--- src/rtl/adc_pkg.sv ---
// Shared definitions for the ADC capture block: FSM encoding, frame layout
// constants and the helper that pulls one sample out of the shift register.
package adc_pkg;

  typedef enum logic [2:0] {
    IDLE     = 3'd0,
    WAIT_BUS = 3'd1,
    CONV     = 3'd2,
    SHIFT    = 3'd3,
    DONE     = 3'd4
  } adc_state_e;

  localparam int FRAME_BITS  = 34;
  localparam int SAMPLE_W    = 14;
  localparam int CH0_MSB_IDX = 2;
  localparam int CH1_MSB_IDX = 18;
  localparam int BIT_CNT_W   = 6;

  // Frame bit k is shifted in k-th, so it ends up at position FRAME_BITS-1-k.
  function automatic logic [SAMPLE_W-1:0] extract_sample(
    input logic [FRAME_BITS-1:0] frame,
    input int                    msb_idx
  );
    return frame[FRAME_BITS-1-msb_idx -: SAMPLE_W];
  endfunction

endpackage

--- src/rtl/adc_capture_if.sv ---
// Request/status and SPI pin bundle of adc_capture; master = capture block,
// slave = the requester/board side.
interface adc_capture_if;
  import adc_pkg::*;

  logic                start;
  logic                amp_cs_n;
  logic                spimiso;
  logic                spisck;
  logic                ad_conv;
  logic [SAMPLE_W-1:0] sample_ch0;
  logic [SAMPLE_W-1:0] sample_ch1;
  logic                sample_valid;
  logic                busy;
  logic                overrun;

  modport master (
    input  start, amp_cs_n, spimiso,
    output spisck, ad_conv, sample_ch0, sample_ch1, sample_valid, busy, overrun
  );

  modport slave (
    output start, amp_cs_n, spimiso,
    input  spisck, ad_conv, sample_ch0, sample_ch1, sample_valid, busy, overrun
  );
endinterface

--- src/rtl/adc_sck_gen.sv ---
// SPI clock divider: spisck toggles every SCK_DIV clk cycles while enabled,
// parks low otherwise; rise/fall flag the cycle whose closing edge moves spisck.
module adc_sck_gen #(
  parameter int SCK_DIV = 1
) (
  input  logic clk,
  input  logic reset,
  input  logic en,
  output logic sck,
  output logic sck_rise,
  output logic sck_fall
);

  logic [3:0] div_cnt_r;
  logic       sck_r;
  logic       tick_s;

  assign tick_s   = en && (div_cnt_r == 4'(SCK_DIV - 1));
  assign sck      = sck_r;
  assign sck_rise = tick_s & ~sck_r;
  assign sck_fall = tick_s & sck_r;

  // Half-period counter and registered SPI clock.
  always_ff @(posedge clk or posedge reset) begin
    if (reset) begin
      div_cnt_r <= 4'd0;
      sck_r     <= 1'b0;
    end else if (!en) begin
      div_cnt_r <= 4'd0;
      sck_r     <= 1'b0;
    end else if (tick_s) begin
      div_cnt_r <= 4'd0;
      sck_r     <= ~sck_r;
    end else begin
      div_cnt_r <= div_cnt_r + 4'd1;
      sck_r     <= sck_r;
    end
  end

endmodule

--- src/rtl/adc_capture.sv ---
// Dual-channel serial ADC frame capture sharing the SPI bus with a preamp writer.
// Optional sticky overrun detection is built when ADC_OVERRUN_EN is defined.
module adc_capture
  import adc_pkg::*;
#(
  parameter int SCK_DIV     = 1,
  parameter int CONV_CYCLES = 1
) (
  input  logic          clk,
  input  logic          reset,
  adc_capture_if.master bus
);

  adc_state_e            state_r;
  logic [2:0]            conv_cnt_r;
  logic [BIT_CNT_W-1:0]  bit_cnt_r;
  logic [FRAME_BITS-1:0] shift_r;
  logic                  ad_conv_r;
  logic [SAMPLE_W-1:0]   ch0_r;
  logic [SAMPLE_W-1:0]   ch1_r;
  logic                  valid_r;
  logic                  busy_r;
  logic                  shift_en_s;
  logic                  sck_s;
  logic                  rise_s;
  logic                  fall_s;

  assign shift_en_s = (state_r == SHIFT);

  adc_sck_gen #(.SCK_DIV(SCK_DIV)) u_sck_gen (
    .clk      (clk),
    .reset    (reset),
    .en       (shift_en_s),
    .sck      (sck_s),
    .sck_rise (rise_s),
    .sck_fall (fall_s)
  );

  // Frame sequencer; all outputs are registered here.
  always_ff @(posedge clk or posedge reset) begin
    if (reset) begin
      state_r    <= IDLE;
      conv_cnt_r <= 3'd0;
      bit_cnt_r  <= '0;
      shift_r    <= '0;
      ad_conv_r  <= 1'b0;
      ch0_r      <= '0;
      ch1_r      <= '0;
      valid_r    <= 1'b0;
      busy_r     <= 1'b0;
    end else begin
      valid_r <= 1'b0;
      case (state_r)
        IDLE: begin
          if (bus.start) begin
            busy_r     <= 1'b1;
            conv_cnt_r <= 3'd0;
            bit_cnt_r  <= '0;
            if (bus.amp_cs_n) begin
              state_r   <= CONV;
              ad_conv_r <= 1'b1;
            end else begin
              state_r   <= WAIT_BUS;
            end
          end
        end
        WAIT_BUS: begin
          if (bus.amp_cs_n) begin
            state_r   <= CONV;
            ad_conv_r <= 1'b1;
          end
        end
        CONV: begin
          if (conv_cnt_r == 3'(CONV_CYCLES - 1)) begin
            state_r   <= SHIFT;
            ad_conv_r <= 1'b0;
          end else begin
            conv_cnt_r <= conv_cnt_r + 3'd1;
          end
        end
        SHIFT: begin
          // Periods are counted on rises; the 34th fall both samples the last bit and ends the frame.
          if (rise_s) begin
            bit_cnt_r <= bit_cnt_r + 6'd1;
          end
          if (fall_s) begin
            shift_r <= {shift_r[FRAME_BITS-2:0], bus.spimiso};
            if (bit_cnt_r == 6'(FRAME_BITS)) begin
              state_r <= DONE;
            end
          end
        end
        DONE: begin
          ch0_r   <= extract_sample(shift_r, CH0_MSB_IDX);
          ch1_r   <= extract_sample(shift_r, CH1_MSB_IDX);
          valid_r <= 1'b1;
          busy_r  <= 1'b0;
          state_r <= IDLE;
        end
        default: begin
          state_r   <= IDLE;
          ad_conv_r <= 1'b0;
          busy_r    <= 1'b0;
        end
      endcase
    end
  end

  assign bus.spisck       = sck_s;
  assign bus.ad_conv      = ad_conv_r;
  assign bus.sample_ch0   = ch0_r;
  assign bus.sample_ch1   = ch1_r;
  assign bus.sample_valid = valid_r;
  assign bus.busy         = busy_r;

`ifdef ADC_OVERRUN_EN
  logic overrun_r;

  // Sticky flag for any request that arrives while a frame is in flight.
  always_ff @(posedge clk or posedge reset) begin
    if (reset) begin
      overrun_r <= 1'b0;
    end else if (bus.start && busy_r) begin
      overrun_r <= 1'b1;
    end else begin
      overrun_r <= overrun_r;
    end
  end

  assign bus.overrun = overrun_r;
`else
  assign bus.overrun = 1'b0;
`endif

endmodule

--- src/flat_wrapper.sv ---
// flat-port wrapper written by rule: the top's interface ports become plain ports
module adc_capture_flat import adc_pkg::*;
#(
  parameter int SCK_DIV     = 1,
  parameter int CONV_CYCLES = 1
)
  (clk, reset, bus_start, bus_amp_cs_n, bus_spimiso, bus_spisck, bus_ad_conv, bus_sample_ch0, bus_sample_ch1, bus_sample_valid, bus_busy, bus_overrun);
  adc_capture_if bus_i ();
  input  logic clk;
  input  logic reset;
  input wire logic [$bits(bus_i.start)-1:0] bus_start;
  input wire logic [$bits(bus_i.amp_cs_n)-1:0] bus_amp_cs_n;
  input wire logic [$bits(bus_i.spimiso)-1:0] bus_spimiso;
  output wire logic [$bits(bus_i.spisck)-1:0] bus_spisck;
  output wire logic [$bits(bus_i.ad_conv)-1:0] bus_ad_conv;
  output wire logic [$bits(bus_i.sample_ch0)-1:0] bus_sample_ch0;
  output wire logic [$bits(bus_i.sample_ch1)-1:0] bus_sample_ch1;
  output wire logic [$bits(bus_i.sample_valid)-1:0] bus_sample_valid;
  output wire logic [$bits(bus_i.busy)-1:0] bus_busy;
  output wire logic [$bits(bus_i.overrun)-1:0] bus_overrun;
  assign bus_i.start = bus_start;
  assign bus_i.amp_cs_n = bus_amp_cs_n;
  assign bus_i.spimiso = bus_spimiso;
  assign bus_spisck = bus_i.spisck;
  assign bus_ad_conv = bus_i.ad_conv;
  assign bus_sample_ch0 = bus_i.sample_ch0;
  assign bus_sample_ch1 = bus_i.sample_ch1;
  assign bus_sample_valid = bus_i.sample_valid;
  assign bus_busy = bus_i.busy;
  assign bus_overrun = bus_i.overrun;
  adc_capture #(.SCK_DIV(SCK_DIV), .CONV_CYCLES(CONV_CYCLES)) u_core (.clk(clk), .reset(reset), .bus(bus_i));
endmodule
--- config.mk ---
export PLATFORM = sky130hd
export DESIGN_NAME = adc_capture_flat
export DESIGN_NICKNAME = d
export VERILOG_FILES = /design/src/rtl/adc_pkg.sv /design/src/rtl/adc_capture_if.sv /design/src/rtl/adc_sck_gen.sv /design/src/rtl/adc_capture.sv /design/src/flat_wrapper.sv
export SDC_FILE = /design/constraint.sdc
export NUM_CORES = 1
export LEC_CHECK = 0
export CORE_MARGIN = 4
export CORE_UTILIZATION = 25
export CTS_CLUSTER_DIAMETER = 30
export DETAILED_ROUTE_END_ITERATION = 12
export GPL_TIMING_DRIVEN = 0
export PLACE_DENSITY = 0.47
export SLEW_MARGIN = 15
export SYNTH_ARGS = -nofsm -noshare
export SYNTH_HDL_FRONTEND = slang
export SYNTH_SLANG_ARGS = --single-unit
--- constraint.sdc ---
create_clock -name clk -period 6.65 [get_ports clk]
set_input_delay 0.665 -clock clk [delete_from_list [all_inputs] [get_ports clk]]
set_output_delay 0.665 -clock clk [all_outputs]
set_load 0.01 [all_outputs]
# [Yosys cells after proc, flatten, opt, wreduce, memory -nomap -nowiden]
# Cells that the tools add are included.
[word_totals] out_inout_bits=33 wordCells=70 ff_bits=80
[op_classes] eq_ne=13 muxes=24 n_reduce_logical=14 add_sub_neg=3 bitwise_logic=5
[op_table] op="$mux 3" count=7
[op_table] op="$mux 6" count=2
[op_table] op="$pmux 3 s4" count=1
[op_table] op="$pmux 6 s2" count=1
[op_table] op="$ne 2x1->1 const B" count=5
[op_table] op="$reduce_and 3->1" count=3
[op_table] op="$mux 4" count=2
[op_table] op="$mux 1" count=7
[op_table] op="$add 6x1->6 const B" count=1
[op_table] op="$eq 3x2->1 const B" count=2
[op_table] op="$eq 6x6->1 const B" count=1
[op_table] op="$logic_not 3->1" count=2
[op_table] op="$ne 2x2->1 const B" count=3
[op_table] op="$pmux 3 s2" count=1
[op_table] op="$reduce_and 5->1" count=1
[op_table] op="$add 4x1->4 const B" count=1
[op_table] op="$logic_not 4->1" count=1
[op_table] op="$pmux 1 s4" count=1
[op_table] op="$reduce_and 2->1" count=2
[op_table] op="$reduce_bool 2->1" count=2
[op_table] op="$add 3x1->3 const B" count=1
[op_table] op="$eq 3x1->1 const B" count=1
[op_table] op="$eq 3x3->1 const B" count=1
[op_table] op="$not 1->1" count=3
[op_table] op="other kinds (6)" count=7

# [Depth between registers and ports, before layout]
[depth] depth_word=5 ltp_mapped=6 ltp_nobuf=5

# [By module]
# From an unflattened synthesis, not the netlist that was laid out.
[hier_totals] hier_cells=236 area_unflattened_um2=3319.4
[modules_own_cells] module="adc_capture" area_each_um2=3049.2 cells_each=211 n_inst=1
[modules_own_cells] module="adc_sck_gen" area_each_um2=270.3 cells_each=25 n_inst=1

# [Least setup slack after synthesis]
# OpenSTA, ideal clock, no wires.
[synth_timing] path_kind="reg2reg" start="register u_core.u_sck_gen.div_cnt_r[0]" end="register u_core.bit_cnt_r[4]" t_required_ns=6.572 stages_incl_launch_ff=7 path_slack_ns=4.786 arrival_time_ns=1.786 setup_ns=0.078 synth_period_minus_slack_ns=1.864 path_cell_list="dfrtp_1 > inv_1 > ha_1 > or4b_1 > buf_2 > or4_1 > a21oi_1"
[synth_between] elab_chain_cells=5
[synth_lines] item="start: declaration" line_no="adc_sck_gen.sv:14" source="logic [3:0] div_cnt_r;"
[synth_lines] item="start signal: assignment" line_no="adc_sck_gen.sv:35" source="div_cnt_r <= div_cnt_r + 4'd1;"
[synth_lines] item="$logic_not 4->1" line_no="adc_sck_gen.sv:18" source="assign tick_s = en && (div_cnt_r == 4'(SCK_DIV - 1));"
[synth_lines] item="$logic_and 1x1->1" line_no="adc_sck_gen.sv:18"
[synth_lines] item="$and 1x1->1" line_no="adc_sck_gen.sv:20" source="assign sck_rise = tick_s & ~sck_r;"
[synth_lines] item="$ne 2x1->1 (no line)"
[synth_lines] item="$reduce_and 3->1 (no line)"
[synth_lines] item="end signal: assignment" line_no="adc_capture.sv:84" source="bit_cnt_r <= bit_cnt_r + 6'd1;"
[synth_lines] item="end: declaration" line_no="adc_capture.sv:16" source="logic [BIT_CNT_W-1:0] bit_cnt_r;"
# No other way between the ends.
# A chain may end at the register's enable or synchronous reset.

# [Worst setup path after layout]
[layout_timing] start="register u_core.u_sck_gen.div_cnt_r[0]" end="register u_core.shift_r[0]"
[layout_between] elab_chain_cells=4
[layout_lines] item="$logic_not 4->1" line_no="adc_sck_gen.sv:18"
[layout_lines] item="$logic_and 1x1->1" line_no="adc_sck_gen.sv:18"
[layout_lines] item="$and 1x1->1" line_no="adc_sck_gen.sv:21" source="assign sck_fall = tick_s & sck_r;"
[layout_lines] item="$reduce_and 2->1 (no line)"
[layout_lines] item="end signal: assignment" line_no="adc_capture.sv:87" source="shift_r <= {shift_r[FRAME_BITS-2:0], bus.spimiso};"
[layout_lines] item="end: declaration" line_no="adc_capture.sv:17" source="logic [FRAME_BITS-1:0] shift_r;"
# No other way between the ends.

==> summary.txt <==
Fin crit share - 30.10%
FP Rows - 41
Synth Net Count - 250
Non-Filler Instances - 464
GRT Total Usage - 8.550%
Hold Path Depth - 1
Register area share after synthesis - 60.77%
Share of layout cells above drive strength 1 - 30.14%
PortBufs - 36
CP Buf/Inv Count - 2
Max rail drop VDD - 0.1262 mV
Synthesis Warnings - 0
Main synth FF type - dfrtp_1
Capturing point of the worst reg2reg path - u_core.shift_r[0]$_DFFE_PP0P_
Die Span Y - 122.8 microns
Crit-path cells - inv_1, ha_1, nor3b_1, nand3_1, buf_2, mux2_2
Vias per cell - 4.252
Fraction of registers with async set/reset - 100.0%
Post-detailed-route wirelength per cell - 12.93 microns
# DRC - 0
Pre-Repair DR Iteration Count - 4
Critical R2R Launch - u_core.u_sck_gen.div_cnt_r[0]$_DFF_PP0_
WP depth - 6
Mapped Cells - 239
RSZ-0062 raised after global routing - no
Arrival time at the worst endpoint - 2210 ps
Startpoint types - flip-flop
PostCTS Resize Cnt - 0
Clk_skew - 7.904 ps
Reg clk slew, reported paths - 60 ps
Area share of the largest cell type after synthesis - 60.77%
Area contributors post-synth - dfrtp_1, mux2_2, ha_1
Mean Syn Cell Area - 13.78 sq um
Width of the die - 122.8 microns
Post-Synth XOR/XNOR Area - 0.2659%
Unique masters post-synth - 38
Inst Count DP - 448
Maximum clock insertion buffer count - 2
Post-DP HPWL - 4044 microns
Worst hold path class - flip-flop to flip-flop
CP max stage delay - 400 ps
Hold path endpoint - u_core.bit_cnt_r[5]$_DFFE_PP0P_
Most common cell after layout, fill and taps aside - dfrtp_1
Initial Utilization - 25.79%
Mux share of post-synthesis cell area - 21.12%
P&R area growth vs syn - 26.89%
Die area - 15080 sq um
CP Class - flip-flop to flip-flop
CP Max Fanout - 10
Antenna Nets Post-Route - 0
Synthesized flop and latch total - 80
Final Wtd Congestion - 0.7013
Clock tree from TritonCTS - built
Global-route wire length before repair - 10040 microns
Total CTS buffers - 9
Area leader, netlist - dfrtp_1
Final hold violation count - 0
Initial antenna violation count - 0
EDFF count, synth - 0
Congestion Overflow GR - 0
Worst path slowest cell - dfrtp_1
Status - completed
Setup Viol. Count Final - 0
P per Cell Area - 379.6 nW/um^2
Maxcap violations - 0
DR iter-0 viols - 80
Vias in the first global route - 1965
CP required - 6860 ps
CP delay by family, top - simple AND/OR/NAND/NOR gates
Largest net degree at the start of global routing - 50
R2R depth - 6
Layout Nets - 298
Simple-Gate Fraction of Synth Area - 8.052%
Leak - 1.894 nW
DRT Wirelength - 5999 microns
Most frequent cells in the layout - dfrtp_1, mux2_2, clkdlybuf4s50_1
CORE AREA - 12770 sq um
IO Pins - 38
Fmax - 0.4996 GHz
Slew Limit Fails - 0
H-tree depth - 3
Mapped cell area - 3294 sq um
Hold buffer count at CTS - 0
HP Start - u_core.bit_cnt_r[5]$_DFFE_PP0P_
Complex-gate fraction of the synthesized area - 4.671%
Crit path capture type - flip-flop
Via count - 1973
Largest family of logic cells by synthesized area - multiplexers
Tightest Pin Transition - 824.8 ps
Ant diodes - 0
Min Tclk post-route - 2002 ps
Clock root buffer - clkbuf_16
Synth Area in Adders - 2.279%
Slew margin rel. - 44.24%
Post-CTS setup repair buffer count - 0
Register-to-Register Setup Slack - 4650 ps
Total Negative Setup Slacks - 0 ps
Clock sink total - 80
Clock latency on the worst-skew pair - 330 ps
[synthesized netlist by cell type (2+ instances only)]
master	n
clkbuf_1	5
or4_1	2
nor2_1	4
nor4_1	2
mux2_2	60
a21oi_1	8
o31ai_1	2
dfrtp_1	80
and3b_1	2
buf_2	6
mux2i_1	2
o21ai_0	7
nor3_1	3
nand2_1	4
nor3b_1	2
a21o_1	2
and2_1	2
inv_1	9
nand3_1	7
ha_1	6
or3_1	2
nand3b_1	2
nand2b_1	3
a211oi_1	2
o211ai_1	2
[how the worst max path moves through the flow]
stage	startpoint	slack (ps)	to
6_report	u_core.u_sck_gen.div_cnt_r[0]$_DFF_PP0_	4650	u_core.shift_r[0]$_DFFE_PP0P_
5_1_grt	u_core.u_sck_gen.div_cnt_r[1]$_DFF_PP0_	4430	u_core.shift_r[0]$_DFFE_PP0P_
4_1_cts	u_core.u_sck_gen.div_cnt_r[0]$_DFF_PP0_	4570	u_core.shift_r[25]$_DFFE_PP0P_
3_5_place_dp	bus_start	4340	u_core.conv_cnt_r[0]$_DFFE_PP0P_
3_3_place_gp	reset	2450	u_core.bus.sample_ch1[3]$_DFFE_PP0P_
2_1_floorplan	reset	3930	u_core.bit_cnt_r[0]$_DFFE_PP0P_
[stage by stage]
stage,util [%],power (mW),hold slack (ps),setup WS (ps),instance area (sq um)
finish,32.73,1.587,489.3,4648,4180
floorplan,-,1.027,448.6,3933,3294
CTS,32.73,1.614,495.2,4570,4180
global placement,30.30,1.128,477.6,2452,3870
global route,32.73,1.697,510.3,4434,4180
detailed placement,30.53,1.140,486.7,4342,3900
[kinds of logic (layout without fill, tap and decap cells)]
group                      Yosys count  in the layout
AOI/OAI and AO/OA                   25             25
xor gates and xnor gates             1              1
adders and majority gates            6              6
buffers and inverters               21             74
DFF                                 80             80
muxes                               62             62
other                                1              1
and+or+nand+nor                     43             43
[state kept, by name, indices dropped and copies added (netlist names)]
register	count
u_core.bit_cnt_r	6
u_core.bus.ad_conv	1
u_core.bus.busy	1
u_core.bus.sample_ch0	14
u_core.bus.sample_ch1	14
u_core.bus.sample_valid	1
u_core.conv_cnt_r	3
u_core.shift_r	32
u_core.state_r	3
u_core.u_sck_gen.div_cnt_r	4
u_core.u_sck_gen.sck	1
[report_power, final]
group	internal (mW)	switching, mW
sequential	0.612	0.0900
combinational	0.228	0.194
clock	0.257	0.206
total	1.10	0.490
[metal layers]
| layer | GRT usage [%] | wire [microns] |
|---|---|---|
| met5 | 0 | 0 |
| met4 | 2.729 | 59 |
| met3 | 3.180 | 256 |
| met2 | 12.71 | 2817 |
| met1 | 11.53 | 2865 |
[cell type report]
cell class	count	area, sq um
plain buffers	12	56.30
repair buffers	37	387.9
well taps	172	215.2
fillers	1271	8593
multi-input cells	138	1202
inverters	9	36.28
flip-flops and latches	80	2002
clock buffers	9	225.2
clock inverters	7	55.05
Note: power is estimated with default switching activity, not from simulation.
